`config.mk`:
```
export PLATFORM = sky130hd
export DESIGN_NAME = alu_multicycle
export DESIGN_NICKNAME = d
export VERILOG_FILES = /design/src/rtl/alu_pkg.sv /design/src/rtl/alu_slice.sv /design/src/rtl/alu_multicycle.sv
export SDC_FILE = /design/constraint.sdc
export NUM_CORES = 1
export LEC_CHECK = 0
export BUFFER_PORTS_ARGS = -buffer_cell sky130_fd_sc_hd__clkbuf_2
export CAP_MARGIN = 30
export CORE_ASPECT_RATIO = 1.75
export CORE_MARGIN = 4
export CORE_UTILIZATION = 56
export CTS_BUF_LIST = sky130_fd_sc_hd__clkbuf_8 sky130_fd_sc_hd__clkbuf_16
export DETAILED_ROUTE_END_ITERATION = 8
export PLACE_DENSITY = 0.81
export SLEW_MARGIN = 20
export SYNTH_ARGS = -nofsm -noshare
export SYNTH_HDL_FRONTEND = slang
export SYNTH_SLANG_ARGS = --single-unit
```
`constraint.sdc`:
```
create_clock -name clk -period 3.1 [get_ports clk]
set_input_delay 0.155 -clock clk [delete_from_list [all_inputs] [get_ports clk]]
set_output_delay 0.155 -clock clk [all_outputs]
set_load 0.005 [all_outputs]
```
`src/rtl/alu_pkg.sv`:
```
// ============================================================================
// Module : alu_pkg
// Brief  : Shared encodings for the multi-cycle Y86 ALU.
// Rev    : 1.0 - initial release
// ============================================================================
`default_nettype none

package alu_pkg;

    localparam logic [1:0] ALU_ADD = 2'b00;
    localparam logic [1:0] ALU_SUB = 2'b01;
    localparam logic [1:0] ALU_AND = 2'b10;
    localparam logic [1:0] ALU_XOR = 2'b11;

    typedef enum logic [1:0] {
        S_IDLE = 2'd0,
        S_BUSY = 2'd1,
        S_DONE = 2'd2
    } state_t;

    localparam int CC_ZF = 2;
    localparam int CC_SF = 1;
    localparam int CC_OF = 0;

endpackage

`default_nettype wire

```
`src/rtl/alu_slice.sv`:
```
// ============================================================================
// Module : alu_slice
// Brief  : Combinational CHUNK-bit ALU slice shared across all chunk cycles.
// Rev    : 1.0 - initial release
// ============================================================================
`default_nettype none

module alu_slice
    import alu_pkg::*;
#(
    parameter int CHUNK = 16
) (
    input  logic [CHUNK-1:0] a,
    input  logic [CHUNK-1:0] b,
    input  logic             cin,
    input  logic [1:0]       op,
    output logic [CHUNK-1:0] r,
    output logic             cout
);

    logic [CHUNK:0] w_sum;

    // b arrives pre-inverted for SUB, so ADD and SUB share the adder
    assign w_sum = {1'b0, a} + {1'b0, b} + {{CHUNK{1'b0}}, cin};

    always_comb begin
        r    = w_sum[CHUNK-1:0];
        cout = w_sum[CHUNK];
        case (op)
            ALU_AND: begin
                r    = a & b;
                cout = 1'b0;
            end
            ALU_XOR: begin
                r    = a ^ b;
                cout = 1'b0;
            end
            default: ;
        endcase
    end

endmodule

`default_nettype wire

```
`src/rtl/alu_multicycle.sv`:
```
// ============================================================================
// Module : alu_multicycle
// Brief  : Chunk-serial ADD/SUB/AND/XOR with valid/ready handshakes and flags.
//          Define ALU_CC_EN to add the persistent condition-code output cc.
// Rev    : 1.0 - initial release
// ============================================================================
`default_nettype none

module alu_multicycle
    import alu_pkg::*;
#(
    parameter int WIDTH = 64,
    parameter int CHUNK = 16
) (
    input  logic             clk,
    input  logic             rst_n,
    input  logic             in_valid,
    output logic             in_ready,
    input  logic [WIDTH-1:0] num1,
    input  logic [WIDTH-1:0] num2,
    input  logic [1:0]       operation,
    output logic             out_valid,
    input  logic             out_ready,
    output logic [WIDTH-1:0] result,
    output logic             overflow_flag,
    output logic             zero_flag,
    output logic             sign_flag,
    output logic             busy
`ifdef ALU_CC_EN
    ,
    output logic [2:0]       cc
`endif
);

    localparam int NCHUNK = WIDTH / CHUNK;
    localparam int KW     = $clog2(NCHUNK + 1);
    // Counter value reached once every slice has been written: flag phase
    localparam logic [KW-1:0] C_FLAG_PHASE = KW'(NCHUNK);

    state_t           r_state;
    logic [KW-1:0]    r_k;
    logic [WIDTH-1:0] r_a;
    logic [WIDTH-1:0] r_b;
    logic [1:0]       r_op;
    logic             r_carry;
    logic             r_sa;
    logic             r_sb;
    logic [WIDTH-1:0] r_result;
    logic             r_of;
    logic             r_zf;
    logic             r_sf;
    logic             r_in_ready;
    logic             r_out_valid;
    logic             r_busy;

    logic [CHUNK-1:0] w_r;
    logic             w_cout;
    logic [WIDTH-1:0] w_result_nxt;
    logic             w_arith;

    alu_slice #(.CHUNK(CHUNK)) u_slice (
        .a    (r_a[CHUNK-1:0]),
        .b    (r_b[CHUNK-1:0]),
        .cin  (r_carry),
        .op   (r_op),
        .r    (w_r),
        .cout (w_cout)
    );

    // Operands shift down each cycle; slice output enters the result at the top
    generate
        if (NCHUNK == 1) begin : g_single
            assign w_result_nxt = w_r;
        end else begin : g_multi
            assign w_result_nxt = {w_r, r_result[WIDTH-1:CHUNK]};
        end
    endgenerate

    assign w_arith = (r_op == ALU_ADD) || (r_op == ALU_SUB);

    always_ff @(posedge clk or negedge rst_n) begin
        if (!rst_n) begin
            r_state     <= S_IDLE;
            r_k         <= '0;
            r_a         <= '0;
            r_b         <= '0;
            r_op        <= ALU_ADD;
            r_carry     <= 1'b0;
            r_sa        <= 1'b0;
            r_sb        <= 1'b0;
            r_result    <= '0;
            r_of        <= 1'b0;
            r_zf        <= 1'b0;
            r_sf        <= 1'b0;
            r_in_ready  <= 1'b1;
            r_out_valid <= 1'b0;
            r_busy      <= 1'b0;
        end else begin
            case (r_state)
                S_IDLE: begin
                    if (in_valid) begin
                        r_a        <= num1;
                        r_b        <= (operation == ALU_SUB) ? ~num2 : num2;
                        r_carry    <= (operation == ALU_SUB);
                        r_op       <= operation;
                        r_sa       <= num1[WIDTH-1];
                        r_sb       <= (operation == ALU_SUB) ? ~num2[WIDTH-1] : num2[WIDTH-1];
                        r_k        <= '0;
                        r_state    <= S_BUSY;
                        r_in_ready <= 1'b0;
                        r_busy     <= 1'b1;
                    end
                end
                S_BUSY: begin
                    if (r_k != C_FLAG_PHASE) begin
                        r_result <= w_result_nxt;
                        r_a      <= r_a >> CHUNK;
                        r_b      <= r_b >> CHUNK;
                        r_carry  <= w_cout;
                        r_k      <= r_k + 1'b1;
                    end else begin
                        // r_sb holds the sign of the operand actually added,
                        // so one overflow rule covers both ADD and SUB
                        r_of        <= w_arith && (r_sa == r_sb) &&
                                       (r_result[WIDTH-1] != r_sa);
                        r_zf        <= (r_result == '0);
                        r_sf        <= r_result[WIDTH-1];
                        r_out_valid <= 1'b1;
                        r_state     <= S_DONE;
                    end
                end
                S_DONE: begin
                    if (out_ready) begin
                        r_out_valid <= 1'b0;
                        r_in_ready  <= 1'b1;
                        r_busy      <= 1'b0;
                        r_state     <= S_IDLE;
                    end
                end
                default: begin
                    r_state     <= S_IDLE;
                    r_in_ready  <= 1'b1;
                    r_out_valid <= 1'b0;
                    r_busy      <= 1'b0;
                end
            endcase
        end
    end

    assign in_ready      = r_in_ready;
    assign out_valid     = r_out_valid;
    assign result        = r_result;
    assign overflow_flag = r_of;
    assign zero_flag     = r_zf;
    assign sign_flag     = r_sf;
    assign busy          = r_busy;

`ifdef ALU_CC_EN
    logic [2:0] r_cc;

    always_ff @(posedge clk or negedge rst_n) begin
        if (!rst_n) begin
            r_cc <= 3'b100;
        end else if (r_out_valid && out_ready) begin
            r_cc[CC_ZF] <= r_zf;
            r_cc[CC_SF] <= r_sf;
            r_cc[CC_OF] <= r_of;
        end
    end

    assign cc = r_cc;
`endif

endmodule

`default_nettype wire
```
* Word-level counts from Yosys, hierarchy flattened
Cells that the tools add are included.
** Cells by class
- Reductions and logical operators :: 15
- Eq/ne operators :: 13
- Mux-type cells :: 28
- Bitwise gates (word level) :: 7
- Add/subtract/negate cells :: 3
** Operators with widths (count)
- 2-to-1 mux 64 bit :: 5
- case mux 64 bit (2 select lines) :: 2
- zero test 64 bit :: 1
- inverter 64 bit :: 1
- case mux 16 bit (2 select lines) :: 1
- adder 16 x 16 -> 17 bit :: 1
- adder 17 x 1 -> 17 bit :: 1
- AND 16 bit :: 1
- XOR 16 bit :: 1
- AND reduction 3 bit :: 4
- 2-to-1 mux 1 bit :: 9
- case mux 1 bit (3 select lines) :: 3
- inequality test 2 bit (second input constant) :: 4
- == test 2 x 1 -> 1 bit (second input constant) :: 3
- == test 2 bit (second input constant) :: 3
- 2-to-1 mux 2 bit :: 3
- 2-to-1 mux 3 bit :: 2
- case mux 2 bit (3 select lines) :: 1
- case mux 3 bit (2 select lines) :: 1
- AND reduction 2 bit :: 3
- zero test 2 bit :: 2
- inverter 1 bit :: 4
- adder 3 x 1 -> 3 bit (second input constant) :: 1
- inequality test 3 bit (second input constant) :: 1
- 7 further kinds :: 8
** Storage, ports and cells
- Word-level logic and storage cells :: 81
- Bits of input ports :: 134
- Flip-flop bits (word level) :: 208

* Longest topological paths before layout
Gate-level depths: netlist (run 1).
- Word-level depth :: 5
- Depth in mapped cells :: 11
- Depth with buffers taken out :: 11

* By module
From an unflattened synthesis (run 1), not the netlist that was laid out.
** Second synthesis, totals
- Cells, all modules :: 1004
- Area, all modules :: 10558.9 µm²
** Modules (own cells, without submodules)
- alu_multicycle :: area an instance 9351.5 µm², instances 1, cells each 839, seq. area each 5206.2 µm²
- alu_slice :: area an instance 1207.4 µm², instances 1, cells each 165, seq. area each 0.0 µm²

* Worst setup path before layout (run 1)
No wires, ideal clock.
- Path kind :: flip-flop to flip-flop
- From :: reg r_a[0]
- To :: reg r_result[62], in the netlist result[62]
- Stages on the path, launching flop included :: 12
- Required time :: 2.961 ns
- Path buffers :: 0
- Library setup time :: 0.139 ns
- Data arrival time :: 2.184 ns
- Period minus slack after synthesis :: 2.323 ns
- Path slack :: 0.777 ns
- Path through :: dfrtp_1 > inv_1 > fa_1 > inv_1 > fa_1 > a211oi_2 > o21ai_1 > a21oi_2 > o31ai_2 > a31oi_2 > mux2i_1 > a211oi_2
** Between the ends
- Word-level cells in the longest chain between the ends :: 3
** RTL lines
- start, declared :: line alu_multicycle.sv:42 : logic [WIDTH-1:0] r_a;
- start signal, assigned :: line alu_multicycle.sv:102 : r_a <= num1;
- start signal, assigned :: line alu_multicycle.sv:117 : r_a <= r_a >> CHUNK;
- adder 16 x 16 -> 17 bit :: line alu_slice.sv:24 : assign w_sum = {1'b0, a} + {1'b0, b} + {{CHUNK{1'b0}}, cin};
- adder 17 x 1 -> 17 bit :: line alu_slice.sv:24
- case mux 16 bit (2 select lines) :: line alu_slice.sv:29 : case (op)
- end signal, assigned :: line alu_multicycle.sv:116 : r_result <= w_result_nxt;
- end, declared :: line alu_multicycle.sv:48 : logic [WIDTH-1:0] r_result;
No other way between the ends.
A chain may end at the register's enable or synchronous reset.

* Worst setup path after layout (run 1)
Same ends and word-level chain as after synthesis.

==> results of run 1 <==
[layout by cell type, fill, tap and decap left out, types with 2 or more instances in the layout]
master / count
sky130_fd_sc_hd__clkinv_4: 2
sky130_fd_sc_hd__or3_1: 3
sky130_fd_sc_hd__clkbuf_2: 202
sky130_fd_sc_hd__ha_1: 18
sky130_fd_sc_hd__nor2b_1: 4
sky130_fd_sc_hd__o21a_1: 6
sky130_fd_sc_hd__dlygate4sd3_1: 67
sky130_fd_sc_hd__xor2_1: 19
sky130_fd_sc_hd__o31ai_1: 2
sky130_fd_sc_hd__o21ai_1: 4
sky130_fd_sc_hd__a22o_1: 32
sky130_fd_sc_hd__a31oi_1: 51
sky130_fd_sc_hd__nand2_1: 324
sky130_fd_sc_hd__nand2b_1: 2
sky130_fd_sc_hd__nor4_1: 17
sky130_fd_sc_hd__o211ai_1: 4
sky130_fd_sc_hd__nor3_1: 4
sky130_fd_sc_hd__o22ai_1: 2
sky130_fd_sc_hd__mux2i_1: 11
sky130_fd_sc_hd__a21oi_2: 2
sky130_fd_sc_hd__o21ai_0: 69
sky130_fd_sc_hd__a21o_1: 2
sky130_fd_sc_hd__fa_1: 2
sky130_fd_sc_hd__clkbuf_8: 7
sky130_fd_sc_hd__xnor2_1: 52
sky130_fd_sc_hd__nand4_1: 6
sky130_fd_sc_hd__a21oi_1: 62
sky130_fd_sc_hd__nor2_1: 115
sky130_fd_sc_hd__buf_12: 7
sky130_fd_sc_hd__buf_4: 8
sky130_fd_sc_hd__nand3_1: 8
sky130_fd_sc_hd__nor2b_4: 3
sky130_fd_sc_hd__nor3b_1: 3
sky130_fd_sc_hd__clkbuf_16: 19
sky130_fd_sc_hd__mux2_2: 14
sky130_fd_sc_hd__dfrtp_1: 207
sky130_fd_sc_hd__a211oi_2: 2
sky130_fd_sc_hd__inv_1: 15
[layout make-up]
class	instances	area share [%]
tap	234	2.29
inverter	11	0.323
timing repair buffer	286	14.9
multi-input combinational	860	37.0
sequential	208	40.7
clock inverter	9	0.391
clock buffer	25	4.36
[state kept, by name, indices dropped and copies added, names as in the netlist, 2 cells and up]
signal / cells
r_a: 64
r_b: 64
r_k: 3
result: 64
r_state: 2
r_op: 2
[worst min-delay path, delay by kind of cell]
kind                      cells  cell delay [ns]
xor gates and xnor gates      1             0.05
buffers and inverters         1             0.08
AOI/OAI and AO/OA             1             0.19
[cells by family after synthesis]
logic type | synth area share (%)
AND/OR/NAND/NOR | 19.1
AO/OA/AOI/OAI | 15.2
XOR/XNOR | 6.03
adder cells (fa/ha/maj) | 2.57
buffers and inverters | 4.03
flip-flops | 50.5
multiplexers | 2.60
[metal layers]
metal,share of wire [%],GRT usage [%],up-vias
met2,52,49.8,387
met1,36,31.7,4389
met5,0,0,-
li1,-,-,4371
met3,5.3,3.78,111
met4,6.3,15.4,0
[stage by stage]
step	hold WS, ns	std cells	cell area [µm²]	worst slack (ns)	util, %
3_5_place_dp	0.260	1531	11500	0.483	63.7
4_1_cts	0.00846	1632	12800	0.475	70.7
2_1_floorplan	-0.141	1162	10300	0.777	-
5_1_grt	0.00634	1633	12800	0.330	70.8
6_report	0.0244	1633	12800	0.528	70.8
3_3_place_gp	0.260	1531	11500	0.521	63.7
[power by group through the flow]
stage / clock network, mW / logic [mW] / registers [mW]
4_1_cts: 2.32 / 6.79 / 5.04
6_report: 2.31 / 6.91 / 5.03
5_1_grt: 2.45 / 7.79 / 5.16
2_1_floorplan: 0 / 5.04 / 4.67
3_3_place_gp: 0 / 6.50 / 5.03
3_5_place_dp: 0 / 6.68 / 5.08
[worst min-delay path by stage]
| stage | endpoint | slack, ns | depth (start not counted) | startpoint |
|---|---|---|---|---|
| after floorplan | busy | -0.14 | 0 | rst_n |
| after global placement | sign_flag | 0.26 | 1 | rst_n |
| after detailed placement | busy | 0.26 | 1 | rst_n |
| after CTS | r_a[1] | 0.008 | 3 | num1[1] |
| after global routing | r_a[1] | 0.006 | 3 | num1[1] |
| final | r_b[60] | 0.02 | 3 | num2[60] |
==> Flow_metrics.wiki, run 1 <==
{| class="wikitable"
! Metric !! Value
|-
| DRT antenna net count || 0
|-
| Largest net degree at the start of global routing || 144
|-
| CTS tree || built
|-
| Highest achievable clock rate || 0.389 GHz
|-
| Initial detailed-routing violation count || 749
|-
| Die height || between 150 and 200 µm
|-
| Depth of the worst register-to-register path || 11
|-
| First-pass GRT wire length || approximately 47 mm
|-
| Normalized max-slew margin || 43.8%
|-
| Cells along the critical path || inv_1, fa_1, inv_1, fa_1, a211oi_2, o21ai_1, a21oi_2, o31ai_2, a31oi_2, mux2i_1, a211oi_2
|-
| LEAKAGE || 6.19 nW
|-
| Total inserted antenna cells || 0
|-
| Data arrival time of the critical path || between 2 and 3 ns
|-
| Final worst path period share || between 80% and 90%
|-
| Proportion of power drawn by flip-flops and latches || around a third
|-
| Share of layout cells above drive strength 1 || 20.0%
|-
| Ratio of total power to cell area || approximately 1100 nW/µm²
|-
| Number of instances resized during post-cts repair || 0
|-
| Growth of design area from synthesis to finish || 24.0%
|-
| Total of fill cells in the finished design || between 1000 and 1500
|-
| Top-area cell type share of the netlist area || 50.2%
|-
| Global route overflow || 0
|-
| Worst endpoint required time || approximately 3.5 ns
|-
| Peak ir drop on the vdd network || 0.000900 V
|-
| Crit-path slowest cell || sky130_fd_sc_hd__fa_1
|-
| Global placer's final weighted congestion || roughly 0.96
|-
| Combinational share of power || 48.5%
|-
| Synth Cell Area || 10300 µm²
|-
| Via count || slightly above 9000
|-
| FF-to-FF Start || r_a[0]
|-
| Critical path capture point || result[62]
|-
| Async set or reset register ratio after synthesis || 100%
|-
| Clk sinks || 208
|-
| Sequential cell area || about 5200 µm²
|-
| Most numerous cell types in the synthesized netlist || sky130_fd_sc_hd__nand2_1, sky130_fd_sc_hd__dfrtp_1, sky130_fd_sc_hd__nor2_1
|-
| PortBufs || 203
|-
| Actual slew at the worst max-slew pin || 0.841 ns
|-
| Initial antenna violation count || 0
|-
| Num CTS Buffers || 19
|-
| Number of placement rows || 65
|-
| Outcome || finished, final reports clean
|-
| Multi-input gate area || 4730 µm²
|-
| Number of nets in the synthesized netlist || 1316
|-
| Buffers and inverters on the worst path || 2
|-
| Switching part of the total || between 40% and 50%
|-
| Count of final hold-check violations || 0
|-
| Fraction of power consumed by the clock network || between 10% and 20%
|-
| Router iterations before antenna repair || 5
|-
| CP Launch Type || register
|-
| Max-capacitance violation count || 0
|-
| Final setup violating endpoints || 0
|-
| Worst-case register-to-register setup slack || 0.53 ns
|-
| Leading register cell type out of synthesis || sky130_fd_sc_hd__dfrtp_1
|-
| Slowest stage delay, CP || 0.42 ns
|-
| Clock tree buffer depth || 3
|-
| Unrepaired setup endpoints after global routing || false
|-
| Detailed Route WL || 29.0 mm
|-
| Average cell area after synthesis || 8.88 µm²
|-
| Final clock skew || 0.0158 ns
|-
| Most numerous cell in the Yosys netlist || sky130_fd_sc_hd__nand2_1
|-
| Number of synthesized flops with an enable pin || 0
|-
| Start point of the critical path || r_a[0]
|-
| Top cell family by delay on the critical path || compound AO/OA/AOI/OAI gates
|-
| Fin crit period || 2.57 ns
|-
| Worst min-delay path class || in2reg
|-
| Post-synth cell types || 51
|-
| Clock insertion delay at the later pin of the skew report || ~0.5 ns
|-
| Flop and latch count out of synthesis || 208
|-
| Critical R2R Capture || result[62]
|-
| Core box area || 18100 µm²
|-
| Overall power after layout || roughly 14 mW
|-
| Count of unresolved DRC violations after routing || 0
|-
| Number of hold buffers added after cts || 67
|-
| CP Capture Type || register
|-
| Power dissipated by switching net loads || 6.29 mW
|-
| Global routing usage summed across all routing layers || 27.8%
|-
| Initial standard-cell utilization of the core || 57.1%
|-
| Share of synthesized area occupied by flip-flops and latches || 50.5%
|-
| WP depth || 11
|-
| Cell types occupying the most area after synthesis || sky130_fd_sc_hd__dfrtp_1, sky130_fd_sc_hd__nand2_1, sky130_fd_sc_hd__xnor2_1, sky130_fd_sc_hd__nor2_1, sky130_fd_sc_hd__o21ai_0
|-
| Via density per instance || 5.67
|-
| Max-slew violation count || 0
|-
| Internal Dissipation || 7.96 mW
|-
| H-Tree Level Count || 1
|-
| Die Area || approximately 21000 µm²
|-
| Critical path type || reg2reg
|-
| Via count of the first global-routing pass || 9258
|-
| Worst-path clk slew || 0.07 ns
|-
| IO Pins || approximately 200
|-
| Cell taking the most area after synthesis || sky130_fd_sc_hd__dfrtp_1
|-
| Largest fanout on the critical path || 3
|-
| Final Net Count || 1540
|-
| Routed WL per cell || roughly 18 µm
|-
| HPWL after detailed placement || 18.6 mm
|-
| Horizontal die dimension || 111 µm
|-
| Yosys warns || 0
|-
| Final-layout setup total negative slack || 0 ns
|-
| Buffer count from post-CTS setup fixing || 0
|-
| Post-Syn Instances || 1162
|-
| Root buffer cell || sky130_fd_sc_hd__clkbuf_16
|}
No activity file was read; power rests on OpenSTA's default activity.
==> run 2, diff against run 1 <==
--- a/config.mk
+++ b/config.mk
@@ -5,14 +5,15 @@
 export SDC_FILE = /design/constraint.sdc
 export NUM_CORES = 1
 export LEC_CHECK = 0
+export ABC_AREA = 1
 export BUFFER_PORTS_ARGS = -buffer_cell sky130_fd_sc_hd__clkbuf_2
 export CAP_MARGIN = 30
 export CORE_ASPECT_RATIO = 1.75
 export CORE_MARGIN = 4
-export CORE_UTILIZATION = 56
+export CORE_UTILIZATION = 51
 export CTS_BUF_LIST = sky130_fd_sc_hd__clkbuf_8 sky130_fd_sc_hd__clkbuf_16
 export DETAILED_ROUTE_END_ITERATION = 8
-export PLACE_DENSITY = 0.81
+export PLACE_DENSITY = 0.77
 export SLEW_MARGIN = 20
 export SYNTH_ARGS = -nofsm -noshare
 export SYNTH_HDL_FRONTEND = slang
==> constraint.sdc (replaced) <==
create_clock -name clk -period 2.2 [get_ports clk]
set_input_delay 0.11 -clock clk [delete_from_list [all_inputs] [get_ports clk]]
set_output_delay 0.11 -clock clk [all_outputs]
set_load 0.005 [all_outputs]
==> run 2 against run 1 <==
  * Combinational power grew 65%
  * Final cell count grew 14%
  * Sequential share of layout area shrank 2.3 points
  * Critical endpoint is now r_carry
==> Flow_metrics.wiki, run 2 <==
{| class="wikitable"
! Metric !! Value
|-
| Growth of design area from synthesis to finish || 28.0%
|-
| Slowest stage delay, CP || 0.43 ns (about the same)
|-
| Die Area || 23200 µm² (+12%)
|-
| Worst endpoint required time || 2.63 ns (-0.85 ns)
|-
| Critical path type || reg2reg
|-
| Place WS || 0.119 ns (-0.363 ns)
|-
| PortBufs || 203 (unchanged)
|-
| Count of final hold-check violations || 0 (unchanged)
|-
| Cell taking the most area after synthesis || sky130_fd_sc_hd__dfrtp_1
|-
| Data arrival time of the critical path || 2.46 ns (-0.49 ns)
|-
| Synth Cell Area || 10600 µm² (+2.6%)
|-
| CTS tree || built
|-
| Post-synth cell types || 35 (-31%)
|-
| Cell types occupying the most area after synthesis || sky130_fd_sc_hd__dfrtp_1, sky130_fd_sc_hd__nand2_1, sky130_fd_sc_hd__o21ai_0, sky130_fd_sc_hd__inv_1, sky130_fd_sc_hd__xor2_1
|-
| Initial antenna violation count || 2 (+2)
|-
| Share of synthesized area occupied by flip-flops and latches || 49.2% (-1.3 points)
|-
| Count of unresolved DRC violations after routing || 0 (unchanged)
|-
| IO Pins || 204 (unchanged)
|-
| Via count || 10100 (+8.8%)
|-
| Sequential cell area || 5210 µm² (unchanged)
|-
| Commonest non-fill, non-tap cell in the layout || sky130_fd_sc_hd__nand2_1
|-
| Most used cells in the layout excluding fill and tap cells || sky130_fd_sc_hd__nand2_1, sky130_fd_sc_hd__dfrtp_1, sky130_fd_sc_hd__clkbuf_2
|-
| Highest achievable clock rate || 0.491 GHz (+26%)
|-
| H-Tree Level Count || 1 (unchanged)
|-
| Via count of the first global-routing pass || 10100 (+9.0%)
|-
| Horizontal die dimension || 117 µm (+5.7%)
|-
| Peak ir drop on the vdd network || 0.000907 V (+0.73%)
|-
| Number of placement rows || 69 (+6.2%)
|-
| Detailed Route WL || 31.8 mm (+9.4%)
|-
| DRT antenna net count || 0 (unchanged)
|-
| Yosys warns || 0 (unchanged)
|-
| Cells on Worst Hold Path || 3 (unchanged)
|-
| Number of synthesized flops with an enable pin || 0 (unchanged)
|-
| First-pass GRT wire length || 50.3 mm (+6.3%)
|-
| Routed WL per cell || 17.1 µm (-3.7%)
|-
| LEAKAGE || 6.76 nW (+9.3%)
|-
| Normalized max-slew margin || 65.0% (+21 points)
|-
| Global routing usage summed across all routing layers || 27.4% (-0.39 points)
|-
| Cells along the critical path || inv_1, fa_1, inv_2, fa_2, nand2_1, nand2_1, and2_4, nand2_1, nand2_1, nand3_1, nand2_1, nand2_1, a21oi_1
|-
| Post-placement cell area || 11900 µm² (+3.4%)
|-
| Critical R2R Capture || r_carry
|-
| Leading register cell type out of synthesis || sky130_fd_sc_hd__dfrtp_1
|-
| Fin crit period || 2.04 ns (-0.536 ns)
|-
| Root buffer cell || sky130_fd_sc_hd__clkbuf_16
|-
| Destination of the worst hold path || r_a[22]
|-
| Actual slew at the worst max-slew pin || 0.525 ns (-0.315 ns)
|-
| Most numerous cell in the Yosys netlist || sky130_fd_sc_hd__nand2_1
|-
| Share of layout cells above drive strength 1 || 17.1% (-2.9 points)
|-
| Post-Syn Instances || 1319 (+14%)
|-
| Depth of the worst register-to-register path || 13 (+2)
|-
| Number of nets in the synthesized netlist || 1473 (+12%)
|-
| CP Launch Type || register
|-
| HPWL after detailed placement || 21.3 mm (+14%)
|-
| Final setup violating endpoints || 0 (unchanged)
|-
| Final-layout setup total negative slack || 0 ns (unchanged)
|-
| Top-area cell type share of the netlist area || 49.0% (-1.3 points)
|-
| Total of fill cells in the finished design || 1592 (+18%)
|-
| Most numerous cell types in the synthesized netlist || sky130_fd_sc_hd__nand2_1, sky130_fd_sc_hd__dfrtp_1, sky130_fd_sc_hd__o21ai_0
|-
| Worst-path clk slew || 0.07 ns (about the same)
|-
| Clock tree buffer depth || 3 (unchanged)
|-
| CP Capture Type || register
|-
| Final Net Count || 1746 (+13%)
|-
| Worst min-delay path class || in2reg
|-
| Final worst path period share || 92.6% (+9.6 points)
|-
| Num CTS Buffers || 20 (+1)
|-
| Clock insertion delay at the later pin of the skew report || 0.50 ns (about the same)
|-
| Post-route design area || 13500 µm² (+5.9%)
|-
| Flop and latch count out of synthesis || 208 (unchanged)
|-
| Initial standard-cell utilization of the core || 51.9% (-5.2 points)
|-
| Router iterations before antenna repair || 5 (unchanged)
|-
| Global placer's final weighted congestion || 0.909 (-5.3%)
|-
| Worst path most repeated cell || sky130_fd_sc_hd__nand2_1
|-
| Outcome || finished, final reports clean
|-
| Final setup slack of the worst path || 0.164 ns (-0.364 ns)
|-
| Global route overflow || 0 (unchanged)
|-
| Crit-path slowest cell || sky130_fd_sc_hd__fa_1
|-
| Worst hold start || num1[22]
|-
| Largest net degree at the start of global routing || 109 (-24%)
|-
| Die height || 199 µm (+5.9%)
|-
| Worst-case register-to-register setup slack || 0.16 ns (-0.36 ns)
|-
| Final Util || 66.5% (-4.4 points)
|-
| Ratio of total power to cell area || 1630 nW/µm² (+47%)
|-
| Smallest hold slack || 0.00323 ns (-0.0212 ns)
|-
| Initial detailed-routing violation count || 767 (+2.4%)
|-
| Max-capacitance violation count || 0 (unchanged)
|-
| Average cell area after synthesis || 8.02 µm² (-9.6%)
|-
| Max-slew violation count || 0 (unchanged)
|-
| Clk sinks || 208 (unchanged)
|-
| Core box area || 20400 µm² (+13%)
|-
| FF-to-FF Start || r_a[0]
|-
| Final clock skew || 0.00922 ns (-0.00654 ns)
|-
| Unrepaired setup endpoints after global routing || false
|-
| Via density per instance || 5.43 (-4.2%)
|-
| Largest fanout on the critical path || 4 (+1)
|-
| Async set or reset register ratio after synthesis || 100% (unchanged)
|-
| Multi-input gate area || 4540 µm² (-4.0%)
|}
## run 2: cell types whose count changed after synthesis, sizes merged, moves of 26 or more
cell,previous run,this run
a31oi,52,23
a22o,32,0
inv,11,140
nor2,115,75
o21ai,74,200
xnor2,52,19
nand3,8,34
nand2,325,370
## run 2: what timing repair did
action | 4_1_cts | 5_1_grt
endpoints found under the setup margin | 0 | 6
resized for setup | 0 | 4
setup buffers | 0 | 0
hold buffers | 96 | 0
hold endpoints to repair | 307 | 0
## run 2: how the worst max path moves through the flow
stage / startpoint / to / slack [ns] / cells past startpoint
after global routing: r_a[0] / result[62] / 0.02 / 12
after floorplan: r_a[0] / result[52] / 0.36 / 10
final: r_a[0] / r_carry / 0.16 / 13
after CTS: r_a[0] / r_carry / 0.10 / 13
after detailed placement: r_a[0] / r_carry / 0.12 / 13
after global placement: r_a[0] / r_carry / 0.18 / 13
## run 2: worst max-delay path: cells and delay by family, from the launching register on
family	cells	cell delay (ns)
AND/OR/NAND/NOR	8	0.69
adder cells (fa/ha/maj)	2	0.63
buffers and inverters	2	0.17
AO/OA/AOI/OAI	1	0.12
flip-flops	1	0.36
## run 2: per-layer routing
layer  routed length, µm  global-route usage (%)  part of all wire (%)  up-vias
met1               11700                    30.8                    37     4751
met3                1750                    3.99                   5.5      106
met2               16600                    49.9                    52      393
li1                    -                       -                     -     4827
met4                1700                    12.8                   5.3        0
met5                   0                       0                     0        -
## run 2: through the flow
step / instances / total power, mW
after floorplan: 1319 / 14.7
after global placement: 1722 / 17.9
after detailed placement: 1722 / 18.2
after CTS: 1854 / 22.0
after global routing: 1856 / 24.0
final: 1856 / 22.1
## run 2: power breakdown
part | internal, mW | switching [mW] | total [mW]
combinational | 4.10 | 7.34 | 11.4
clock | 2.03 | 1.50 | 3.53
sequential | 5.78 | 1.37 | 7.14
## run 2: cell type report
class	instances	area share [%]
sequential	208	38.4
multi-input combinational	898	33.5
timing repair buffer	323	16.7
clock buffer	26	4.39
inverter	141	3.95
tap	248	2.29
clock inverter	10	0.628
antenna	2	0.0370
## run 2: cell families (layout without fill, tap and decap cells)
| kind of cell | count (synthesis) | after routing | share of synthesized area [%] |
|---|---|---|---|
| compound gates | 311 | 311 | 15.8 |
| xor+xnor | 63 | 63 | 5.22 |
| fa+ha+maj | 20 | 20 | 2.51 |
| buf+inv | 213 | 500 | 8.07 |
| flops | 208 | 208 | 49.2 |
| other cells | 0 | 2 | 0 |
| simple gates | 504 | 504 | 19.1 |
